## src/rtl/mrv1_mt_ifetch.sv

```systemverilog
// MRV1 multithreaded fetch: per-thread PC table, round-robin grant, in-order IMEM tags, epoch-filtered queue.
// Optional MRV1_IFETCH_BYPASS_EN: a current-epoch response into an empty queue goes straight to decode.
module mrv1_mt_ifetch #(
    parameter int          NUM_THREADS_P = 8,
    parameter int          IFQ_DEPTH_P   = 4,
    parameter int          MAX_OUTST_P   = 2,
    parameter logic [31:0] RESET_PC_P    = 32'h0000_0000,
    localparam int         tid_width_lp  = $clog2(NUM_THREADS_P)
) (
    input  logic                    clk_i,
    input  logic                    rst_ni,
    input  logic                    fetch_en_i,
    output logic                    imem_req_vld_o,
    input  logic                    imem_req_rdy_i,
    output logic [31:0]             imem_req_addr_o,
    input  logic                    imem_resp_vld_i,
    input  logic [31:0]             imem_resp_data_i,
    output logic                    insn_vld_o,
    input  logic                    insn_rdy_i,
    output logic [31:0]             insn_data_o,
    output logic [31:0]             insn_pc_o,
    output logic [tid_width_lp-1:0] insn_tid_o,
    input  logic                    exec_redir_vld_i,
    input  logic [tid_width_lp-1:0] exec_redir_tid_i,
    input  logic [31:0]             exec_redir_pc_i,
    input  logic                    dec_redir_vld_i,
    input  logic [tid_width_lp-1:0] dec_redir_tid_i,
    input  logic [31:0]             dec_redir_pc_i,
    input  logic                    th_spawn_vld_i,
    input  logic [tid_width_lp-1:0] th_spawn_tid_i,
    input  logic [31:0]             th_spawn_pc_i,
    input  logic                    th_kill_vld_i,
    input  logic [tid_width_lp-1:0] th_kill_tid_i,
    input  logic                    th_stall_vld_i,
    input  logic [tid_width_lp-1:0] th_stall_tid_i,
    input  logic                    th_stall_set_i
);
    localparam int q_ptr_w_lp = (IFQ_DEPTH_P > 1) ? $clog2(IFQ_DEPTH_P) : 1;
    localparam int q_cnt_w_lp = $clog2(IFQ_DEPTH_P + 1);
    localparam int t_ptr_w_lp = (MAX_OUTST_P > 1) ? $clog2(MAX_OUTST_P) : 1;
    localparam int o_cnt_w_lp = $clog2(MAX_OUTST_P + 1);

    typedef logic [tid_width_lp-1:0] tid_t;

    function automatic tid_t rr_idx(input tid_t base, input int off);
        return tid_t'((int'(base) + off) % NUM_THREADS_P);
    endfunction

    function automatic logic [q_ptr_w_lp-1:0] q_inc(input logic [q_ptr_w_lp-1:0] p);
        return (int'(p) == IFQ_DEPTH_P - 1) ? '0 : p + 1'b1;
    endfunction

    function automatic logic [t_ptr_w_lp-1:0] t_inc(input logic [t_ptr_w_lp-1:0] p);
        return (int'(p) == MAX_OUTST_P - 1) ? '0 : p + 1'b1;
    endfunction

    logic [31:0]              r_pc [NUM_THREADS_P];
    logic [NUM_THREADS_P-1:0] r_active, r_stalled, r_inflight, r_epoch;
    logic [31:0]              w_pc_nxt [NUM_THREADS_P];
    logic [NUM_THREADS_P-1:0] w_active_nxt, w_stalled_nxt, w_inflight_nxt, w_epoch_nxt;
    logic [NUM_THREADS_P-1:0] w_elig;

    logic                     r_req_vld, r_req_epoch;
    logic [31:0]              r_req_addr;
    tid_t                     r_req_tid, r_last_tid;
    logic [o_cnt_w_lp-1:0]    r_outst;

    logic [31:0]              r_tag_pc [MAX_OUTST_P];
    tid_t                     r_tag_tid [MAX_OUTST_P];
    logic [MAX_OUTST_P-1:0]   r_tag_epoch;
    logic [t_ptr_w_lp-1:0]    r_tag_wr, r_tag_rd;

    logic [31:0]              r_ifq_data [IFQ_DEPTH_P];
    logic [31:0]              r_ifq_pc [IFQ_DEPTH_P];
    tid_t                     r_ifq_tid [IFQ_DEPTH_P];
    logic [IFQ_DEPTH_P-1:0]   r_ifq_epoch;
    logic [q_ptr_w_lp-1:0]    r_ifq_wr, r_ifq_rd;
    logic [q_cnt_w_lp-1:0]    r_ifq_count;

    logic        w_any_elig, w_grant, w_req_accept, w_resp_keep, w_bypass;
    logic        w_head_stale, w_head_vld, w_enq, w_deq, w_tag_epoch;
    tid_t        w_grant_tid, w_tag_tid, w_head_tid;
    logic [31:0] w_tag_pc;

    assign w_elig = r_active & ~r_stalled & ~r_inflight;

    // Scan from farthest to nearest so the tid right after the last grant wins.
    always_comb begin
        // NOTE: every output gets a default first, so no path through the block infers a latch.
        w_any_elig  = 1'b0;
        w_grant_tid = '0;
        for (int i = NUM_THREADS_P; i >= 1; i--) begin
            if (w_elig[rr_idx(r_last_tid, i)]) begin
                w_any_elig  = 1'b1;
                w_grant_tid = rr_idx(r_last_tid, i);
            end
        end
    end

    // The credit term reserves a queue slot for every outstanding fetch.
    assign w_grant = fetch_en_i & w_any_elig & (~r_req_vld | imem_req_rdy_i)
                   & (int'(r_outst) < MAX_OUTST_P)
                   & (int'(r_ifq_count) + int'(r_outst) < IFQ_DEPTH_P);
    assign w_req_accept = r_req_vld & imem_req_rdy_i;

    assign w_tag_pc    = r_tag_pc[r_tag_rd];
    assign w_tag_tid   = r_tag_tid[r_tag_rd];
    assign w_tag_epoch = r_tag_epoch[r_tag_rd];
    assign w_resp_keep = imem_resp_vld_i & (w_tag_epoch == r_epoch[w_tag_tid]) & r_active[w_tag_tid];

    always_comb begin
        for (int t = 0; t < NUM_THREADS_P; t++) begin
            w_pc_nxt[t]       = r_pc[t];
            w_active_nxt[t]   = r_active[t];
            w_stalled_nxt[t]  = r_stalled[t];
            w_epoch_nxt[t]    = r_epoch[t];
            w_inflight_nxt[t] = r_inflight[t];
            if (th_stall_vld_i && th_stall_tid_i == tid_t'(t)) w_stalled_nxt[t] = th_stall_set_i;
            if (imem_resp_vld_i && w_tag_tid == tid_t'(t))     w_inflight_nxt[t] = 1'b0;
            if (w_grant && w_grant_tid == tid_t'(t))           w_inflight_nxt[t] = 1'b1;
            if (exec_redir_vld_i && exec_redir_tid_i == tid_t'(t)) begin
                w_pc_nxt[t]    = exec_redir_pc_i;
                w_epoch_nxt[t] = ~r_epoch[t];
            end else if (dec_redir_vld_i && dec_redir_tid_i == tid_t'(t)) begin
                w_pc_nxt[t]    = dec_redir_pc_i;
                w_epoch_nxt[t] = ~r_epoch[t];
            end else if (th_spawn_vld_i && th_spawn_tid_i == tid_t'(t)) begin
                w_pc_nxt[t]      = th_spawn_pc_i;
                w_active_nxt[t]  = 1'b1;
                w_stalled_nxt[t] = 1'b0;
                w_epoch_nxt[t]   = ~r_epoch[t];
            end else if (th_kill_vld_i && th_kill_tid_i == tid_t'(t)) begin
                w_active_nxt[t] = 1'b0;
                w_epoch_nxt[t]  = ~r_epoch[t];
            end else if (w_grant && w_grant_tid == tid_t'(t)) begin
                w_pc_nxt[t] = r_pc[t] + 32'd4;
            end
        end
    end

    always_ff @(posedge clk_i or negedge rst_ni) begin
        if (!rst_ni) begin
            for (int t = 0; t < NUM_THREADS_P; t++) r_pc[t] <= (t == 0) ? RESET_PC_P : 32'd0;
            r_active   <= {{(NUM_THREADS_P-1){1'b0}}, 1'b1};
            r_stalled  <= '0;
            r_inflight <= '0;
            r_epoch    <= '0;
        end else begin
            // NOTE: non-blocking assignments keep every register reading pre-edge values of the others.
            for (int t = 0; t < NUM_THREADS_P; t++) r_pc[t] <= w_pc_nxt[t];
            r_active   <= w_active_nxt;
            r_stalled  <= w_stalled_nxt;
            r_inflight <= w_inflight_nxt;
            r_epoch    <= w_epoch_nxt;
        end
    end

    always_ff @(posedge clk_i or negedge rst_ni) begin
        if (!rst_ni) begin
            r_req_vld   <= 1'b0;
            r_req_addr  <= '0;
            r_req_tid   <= '0;
            r_req_epoch <= 1'b0;
            r_last_tid  <= tid_t'(NUM_THREADS_P - 1);
            r_outst     <= '0;
        end else begin
            if (w_grant) begin
                r_req_vld   <= 1'b1;
                r_req_addr  <= {r_pc[w_grant_tid][31:2], 2'b00};
                r_req_tid   <= w_grant_tid;
                r_req_epoch <= r_epoch[w_grant_tid];
                r_last_tid  <= w_grant_tid;
            end else if (w_req_accept) begin
                r_req_vld <= 1'b0;
            end
            case ({w_grant, imem_resp_vld_i})
                2'b10:   r_outst <= r_outst + 1'b1;
                2'b01:   r_outst <= r_outst - 1'b1;
                default: r_outst <= r_outst;
            endcase
        end
    end

    // NOTE: tag and queue payloads are reset as well, so every output is a defined 0 out of reset.
    always_ff @(posedge clk_i or negedge rst_ni) begin
        if (!rst_ni) begin
            for (int i = 0; i < MAX_OUTST_P; i++) begin
                r_tag_pc[i]  <= '0;
                r_tag_tid[i] <= '0;
            end
            r_tag_epoch <= '0;
            r_tag_wr    <= '0;
            r_tag_rd    <= '0;
        end else begin
            if (w_req_accept) begin
                r_tag_pc[r_tag_wr]    <= r_req_addr;
                r_tag_tid[r_tag_wr]   <= r_req_tid;
                r_tag_epoch[r_tag_wr] <= r_req_epoch;
                r_tag_wr              <= t_inc(r_tag_wr);
            end
            if (imem_resp_vld_i) r_tag_rd <= t_inc(r_tag_rd);
        end
    end

`ifdef MRV1_IFETCH_BYPASS_EN
    assign w_bypass = w_resp_keep & (r_ifq_count == '0) & insn_rdy_i;
`else
    assign w_bypass = 1'b0;
`endif

    // A head from an older epoch of its thread is dropped without being shown to decode.
    assign w_head_tid   = r_ifq_tid[r_ifq_rd];
    assign w_head_stale = (r_ifq_count != '0) & (r_ifq_epoch[r_ifq_rd] != r_epoch[w_head_tid]);
    assign w_head_vld   = (r_ifq_count != '0) & ~w_head_stale;
    assign w_enq        = w_resp_keep & ~w_bypass;
    assign w_deq        = (w_head_vld & insn_rdy_i) | w_head_stale;

    always_ff @(posedge clk_i or negedge rst_ni) begin
        if (!rst_ni) begin
            for (int i = 0; i < IFQ_DEPTH_P; i++) begin
                r_ifq_data[i] <= '0;
                r_ifq_pc[i]   <= '0;
                r_ifq_tid[i]  <= '0;
            end
            r_ifq_epoch <= '0;
            r_ifq_wr    <= '0;
            r_ifq_rd    <= '0;
            r_ifq_count <= '0;
        end else begin
            if (w_enq) begin
                r_ifq_data[r_ifq_wr]  <= imem_resp_data_i;
                r_ifq_pc[r_ifq_wr]    <= w_tag_pc;
                r_ifq_tid[r_ifq_wr]   <= w_tag_tid;
                r_ifq_epoch[r_ifq_wr] <= w_tag_epoch;
                r_ifq_wr              <= q_inc(r_ifq_wr);
            end
            if (w_deq) r_ifq_rd <= q_inc(r_ifq_rd);
            case ({w_enq, w_deq})
                2'b10:   r_ifq_count <= r_ifq_count + 1'b1;
                2'b01:   r_ifq_count <= r_ifq_count - 1'b1;
                default: r_ifq_count <= r_ifq_count;
            endcase
        end
    end

    assign imem_req_vld_o  = r_req_vld;
    assign imem_req_addr_o = r_req_addr;
    assign insn_vld_o      = w_head_vld | w_bypass;
    assign insn_data_o     = w_bypass ? imem_resp_data_i : r_ifq_data[r_ifq_rd];
    assign insn_pc_o       = w_bypass ? w_tag_pc : r_ifq_pc[r_ifq_rd];
    assign insn_tid_o      = w_bypass ? w_tag_tid : w_head_tid;

endmodule

```

## config.mk

```make
export PLATFORM = sky130hd
export DESIGN_NAME = mrv1_mt_ifetch
export DESIGN_NICKNAME = d
export VERILOG_FILES = /design/src/rtl/mrv1_mt_ifetch.sv
export SDC_FILE = /design/constraint.sdc
export NUM_CORES = 2
export LEC_CHECK = 0
export CAP_MARGIN = 20
export CORE_MARGIN = 4
export CORE_UTILIZATION = 42
export CTS_BUF_LIST = sky130_fd_sc_hd__clkbuf_8 sky130_fd_sc_hd__clkbuf_16
export DETAILED_ROUTE_END_ITERATION = 12
export DONT_BUFFER_PORTS = 1
export GPL_ROUTABILITY_DRIVEN = 0
export GPL_TIMING_DRIVEN = 0
export HOLD_SLACK_MARGIN = 0.02
export SYNTH_ARGS = -nofsm -noshare
export SYNTH_HDL_FRONTEND = slang
export SYNTH_SLANG_ARGS = --single-unit
```

## constraint.sdc

```tcl
create_clock -name clk_i -period 4.6 [get_ports clk_i]
set_input_delay 0.92 -clock clk_i [delete_from_list [all_inputs] [get_ports clk_i]]
set_output_delay 0.92 -clock clk_i [all_outputs]
set_load 0.02 [all_outputs]
```

== Word level (Yosys, flattened, before mapping) ==
Cells that the tools add are included.

* Output and inout bits: 101
* Logic and storage cells: 569
* Flip-flop bits (word level): 681

* Mux-type cells: 225
* Bitwise operators: 47
* Magnitude comparators: 26
* Add/subtract/negate cells: 25
* Reductions and logical operators: 119
* Equality and inequality tests: 65

{| class="wikitable"
|+ Operator list
! operator !! count
|-
| 32-bit two-way mux || 51
|-
| 32-bit by 3-bit adder with 32-bit output, second input constant || 8
|-
| 128-bit bitwise mux || 2
|-
| 32-bit binary-select mux with 2-bit select || 2
|-
| 1-bit two-way mux || 125
|-
| 32-bit binary-select mux with 3-bit select || 1
|-
| 3-bit == test, second input constant || 28
|-
| 64-bit bitwise mux || 1
|-
| 32-bit demux with 2-bit select || 1
|-
| 4-bit nonzero test || 16
|-
| 1-bit logical AND || 60
|-
| 3-bit two-way mux || 15
|-
| 3-bit by 4-bit less-than comparator with 1-bit output, second input constant || 11
|-
| 3-bit by 2-bit == test with 1-bit output, second input constant || 14
|-
| 2-bit nonzero test || 19
|-
| 1-bit binary-select mux with 3-bit select || 12
|-
| 32-bit demux with 1-bit select || 1
|-
| 4-bit inequality test, second input constant || 8
|-
| 1-bit NOT || 26
|-
| 3-bit AND reduction || 8
|-
| 3-bit by 1-bit == test with 1-bit output, second input constant || 7
|-
| 3-bit zero test || 7
|-
| 8-bit AND || 2
|-
| 8-bit NOT || 2
|-
| other kinds (43) || 80
|}

== Logic depth before layout (Yosys ltp) ==
* Depth after elaboration: 23
* Mapped depth: 18
* Gate-level depth less buffers: 12

== Least setup slack after synthesis ==
OpenSTA, ideal clock, no wires.

* Path kind: register to register
* Start point: reg r_last_tid[0]
* End point: reg r_req_addr[20], in the netlist imem_req_addr_o[20]
* Stages on the path, launching flop included: 18
* Arrival time: 3.989 ns
* Library setup time: 0.131 ns
* Slack: 0.480 ns
* Path buffers: 6
* Cell sequence: dfstp_2 inv_2 buf_6 buf_6 ha_1 buf_6 nor4b_1 a2111oi_0 or4_4 o311ai_4 nand3_2 nand3b_4 buf_2 buf_2 buf_4 mux2i_1 o22ai_1 or3_1

* Longest elaborated chain between the ends: 15
* Elaborated cells on any way between the ends: 48
* Those cells by class: add/sub (8); mux (35); bitwise (5)

{| class="wikitable"
|+ RTL lines
! element !! line !! source
|-
| start, declared || 65 || <nowiki>tid_t r_req_tid, r_last_tid;</nowiki>
|-
| start signal, assigned || 164 || <nowiki>r_last_tid <= tid_t'(NUM_THREADS_P - 1);</nowiki>
|-
| start signal, assigned || 172 || <nowiki>r_last_tid <= w_grant_tid;</nowiki>
|-
| 3-bit by 1-bit adder with 3-bit output || 46 || <nowiki>return tid_t'((int'(base) + off) % NUM_THREADS_P);</nowiki>
|-
| 1-bit binary-select mux with 3-bit select || 93 || <nowiki>if (w_elig[rr_idx(r_last_tid, i)]) begin</nowiki>
|-
| 1-bit two-way mux (implied by the code) || 93 ||
|-
| 3-bit two-way mux or 1-bit two-way mux (tied branches) (8 in a row) || 93 ||
|-
| 3-bit NOT with 4-bit output (implied by the code) or 1-bit AND (tied branches) || 169, 101 ||
|-
| 32-bit binary-select mux with 3-bit select or 1-bit AND (tied branches) || 169, 101 ||
|-
| 32-bit two-way mux (implied by the code) or 1-bit AND (tied branches) || 169, 102 ||
|-
| 32-bit two-way mux (implied by the code) or 1-bit AND (tied branches) || 169, 103 ||
|-
| end signal, assigned || 169 || <nowiki>r_req_addr <= {r_pc[w_grant_tid][31:2], 2'b00};</nowiki>
|-
| end, declared || 64 || <nowiki>logic [31:0] r_req_addr;</nowiki>
|}

Parallel ways exist; a longest one is shown, timed or not. The select of a mux whose other input is x is not followed.
A chain may end at the register's enable or synchronous reset.

== Worst setup path in the final report ==
* Start point: reg r_last_tid[0]
* End point: reg r_req_addr[24], in the netlist imem_req_addr_o[24]

The elaborated chain is that of the path after synthesis.

==> metrics.md <==
| Metric | Value |
|---|---|
| Status | complete, no violations |
| Skew-Pair Late Insertion Delay | a little under 0.7 ns |
| Top cells by area, synth | dfrtp_1, mux2_2, nand2_1 |
| Maximum clock insertion buffer count | 3 |
| Drt wl/cell | between 30 and 40 µm |
| Crit Path Class | flop to flop |
| Final Hold Viols | 0 |
| DPL Wire Length | about 130 mm |
| WP data required | 5.12 ns |
| Final WL | 177 mm |
| Post-route DRC violation count | 0 |
| Final Max Slew Viols | 0 |
| Sequential share of the synthesized area | between 40% and 50% |
| Die X | between 300 and 400 µm |
| Avg Synthesized Cell Area | roughly 9 µm² |
| CTS tree | done |
| Port bufs | 0 |
| Critical-path maximum fanout | 17 |
| Drt pass-1 iters | 9 |
| Max_cap viols | 0 |
| TritonCTS buffer count | 77 |
| Final setup fails | 0 |
| Final setup TNS | 0 ns |
| Power per Cell Area | roughly 790 mW/mm² |
| 1st-iter DRT viols | 5335 |
| Delay-heaviest family, CP | simple AND/OR/NAND/NOR gates |
| CP Cell Sequence | inv_6, buf_8, ha_4, buf_4, nor4b_4, a2111oi_0, or4_4, o311ai_4, a21oi_2, nand3b_4, buf_12, buf_12, buf_16, buf_4, mux2i_4, o22ai_2, or3_1 |
| Crit. End Element | flop |
| Maximum vdd drop | around 0.51 mV |
| Gr usage total | about 33% |
| GRT Max-Usage Layer | met2 |
| Layout cell share with drive strength beyond 1 | 15.1% |
| H-tree depth | 3 |
| Number of fillers in the final layout | approximately 9000 |
| Clock sinks | about 650 |
| Cell taking the most area after synthesis | dfrtp_1 |
| FMAX | between 200 and 250 MHz |
| Synth warn | 0 |
| Util after Layout | ~48% |
| Worst Hold Class | input port to async pin |
| Grt ovf | 0 |
| Pin count of the biggest net entering global routing | between 600 and 700 |
| Post-synth EDFFs | 0 |
| Ys async rst share | between 90% and 100% |
| Die Area | ~0.1 mm² |
| DIE HEIGHT | 319 µm |
| Num ports | between 200 and 300 |
| Share of the synthesized area in the top cell type | between 40% and 50% |
| Layout area overhead | 12.9% |
| Worst-Margin Slew | around 1.4 ns |
| Largest stage delay on the critical path | ~0.61 ns |
| Final Cycle Share | 99.8% |
| Ys flop type | dfrtp_1 |
| Core ar. | 0.0954 mm² |
| #FFs+latches synth | about 650 |
| Fin cells | 5885 |
| Nets | ~4700 |
| Pleak | between 15 and 20 nW |
| Met1 GRT Util | about 42% |
| Power, Total | roughly 36 mW |
| Final setup margin | between 0.008 and 0.009 ns |
| Placed cells | approximately 5700 |
| Most frequent cells in the layout | dfrtp_1, nand2_1, o21ai_0 |
| Max transition margin | under 10% |
| Mapped Area | 0.0406 mm² |
| Number of global-route vias before repair | ~36000 |
| Initial Utilization | a little over two fifths |
| Clock-pin slew on the worst setup and hold paths | about 0.060 ns |
| CTS root buf | clkbuf_16 |
| Via count | 37983 |
| Dpl ws | -1.03 ns |
| Final Skew | between 0.03 and 0.04 ns |
| Met2 Track Usage GR | between 40% and 50% |
| Arr. time, crit path | ~5.1 ns |
| Mapped Cells | 4431 |
| Netlist cell types | 84 |
| Antenna violations before repair | 7 |
| Most common cell after layout, fill and taps aside | dfrtp_1 |
| Num rows | 113 |
| Grt met3 use | ~14% |
| Startpoint types | flop |
| DR vias/cell | approximately 6.5 |
| Worst path bufs/invs | 7 |
| First-pass GRT wire length | between 200 and 300 mm |
| CP max stage cell | or4_4 |
| DRT antenna net count | 0 |
| Tmin final | between 4 and 5 ns |
## final cells by class
class                   instances  area, µm²  share of cell area [%]
plain buffers                 378       1760                    3.85
well taps                    1265       1580                    3.46
repair buffers                 40        475                    1.04
diodes                         18       45.0                  0.0984
inverters                      36        140                   0.306
multi-input cells            3363      23000                    50.3
clock inverters                40        283                   0.617
flip-flops and latches        653      16300                    35.7
clock buffers                  92       2130                    4.66
## routing by layer
layer  vias up  wire [µm]
li1      16186          -
met1     18382      64800
met2      2782      71900
met3       625      25800
met4         8      14000
met5         -        179
## where the power goes
group,switching [mW],total (mW),internal (mW)
Sequential,2.93,11.1,8.14
Clock,2.64,5.95,3.31
Combinational,11.1,19.2,8.15
Total,16.6,36.2,19.6
## synth_stat cells (7+ instances only)
| library cell | count |
|---|---|
| nand3_1 | 95 |
| clkbuf_1 | 292 |
| buf_2 | 31 |
| buf_6 | 12 |
| o21ai_0 | 451 |
| and2_1 | 13 |
| and4_1 | 19 |
| nand2b_1 | 19 |
| mux2_1 | 21 |
| or2_2 | 8 |
| xor2_1 | 125 |
| a221oi_1 | 28 |
| nand4_1 | 55 |
| o22ai_1 | 158 |
| o22ai_2 | 10 |
| nor2_1 | 367 |
| a221o_1 | 8 |
| mux2_4 | 16 |
| or3_1 | 39 |
| ha_1 | 18 |
| mux4_2 | 80 |
| a211oi_1 | 100 |
| inv_1 | 33 |
| a22oi_1 | 24 |
| xnor2_1 | 119 |
| a21oi_1 | 288 |
| mux2_2 | 255 |
| and3_1 | 47 |
| nor4_1 | 12 |
| nor3_1 | 43 |
| buf_4 | 11 |
| dfrtp_1 | 649 |
| nor3b_2 | 9 |
| nand2_1 | 633 |
| mux2i_1 | 166 |
| nor2b_1 | 7 |
| buf_1 | 25 |
| o311ai_0 | 34 |
| o211ai_1 | 18 |
| clkbuf_2 | 11 |
## worst register-to-register path, cell delays in order (launching register included)
cell,delay (ns)
dfstp_2,0.57
inv_6,0.09
buf_8,0.16
ha_4,0.24
buf_4,0.14
nor4b_4,0.30
a2111oi_0,0.12
or4_4,0.61
o311ai_4,0.36
a21oi_2,0.11
nand3b_4,0.25
buf_12,0.21
buf_12,0.16
buf_16,0.16
buf_4,0.14
mux2i_4,0.26
o22ai_2,0.20
or3_1,0.37
## flip-flops by register name, summed over array words and instances, names as in the netlist, 2 cells and up
signal           cells
r_ifq_rd             2
r_ifq_pc           120
r_last_tid           3
imem_req_addr_o     30
r_active             8
r_req_tid            3
r_outst              2
r_ifq_data         128
r_stalled            8
r_ifq_wr             2
r_tag_pc            60
r_ifq_epoch          4
r_inflight           8
r_pc               240
r_ifq_tid           12
r_ifq_count          3
r_epoch              8
r_tag_tid            6
r_tag_epoch          2
## kinds of logic (layout without fill, tap and decap cells)
group | after synthesis | count (layout) | share of synthesized area [%]
compound gates | 1155 | 1155 | 16.9
simple gates | 1403 | 1403 | 15.8
other cells | 1 | 22 | 0.00924
fa+ha+maj | 19 | 19 | 0.604
xor+xnor | 244 | 244 | 5.27
buf+inv | 418 | 586 | 4.32
flops | 653 | 653 | 40.3
mux | 538 | 538 | 16.8
## timing repair
action | 4_1_cts | 5_1_grt
buffers inserted | 16 | 9
hold endpoints to repair | 360 | 105
pin swaps | 7 | 9
gates resized for setup | 123 | 44
cloned | 0 | 1
setup endpoints to repair | 297 | 370
## stage by stage
step	hold slack (ns)	area [µm²]
finish	0.107	45800
global route	0.0774	45800
CTS	-0.0656	45300
detailed placement	0.465	42200
global placement	0.456	42200
floorplan	0.445	40600
## worst paths after layout
check | start | endpoint | slack, ns | cells past startpoint
max in group asynchronous | rst_ni | r_pc[146] | 2.63 | 2
worst max-delay path | r_last_tid[0] | imem_req_addr_o[24] | 0.009 | 17
worst max register to register | r_last_tid[0] | imem_req_addr_o[24] | 0.009 | 17
min in group clk_i | imem_resp_vld_i | r_tag_rd | 0.35 | 1
worst min-delay path | rst_ni | r_last_tid[2] | 0.11 | 0
worst min register to register | r_ifq_pc[112] | r_ifq_pc[112] | 0.47 | 2
Note: power is estimated with default switching activity, not from simulation.
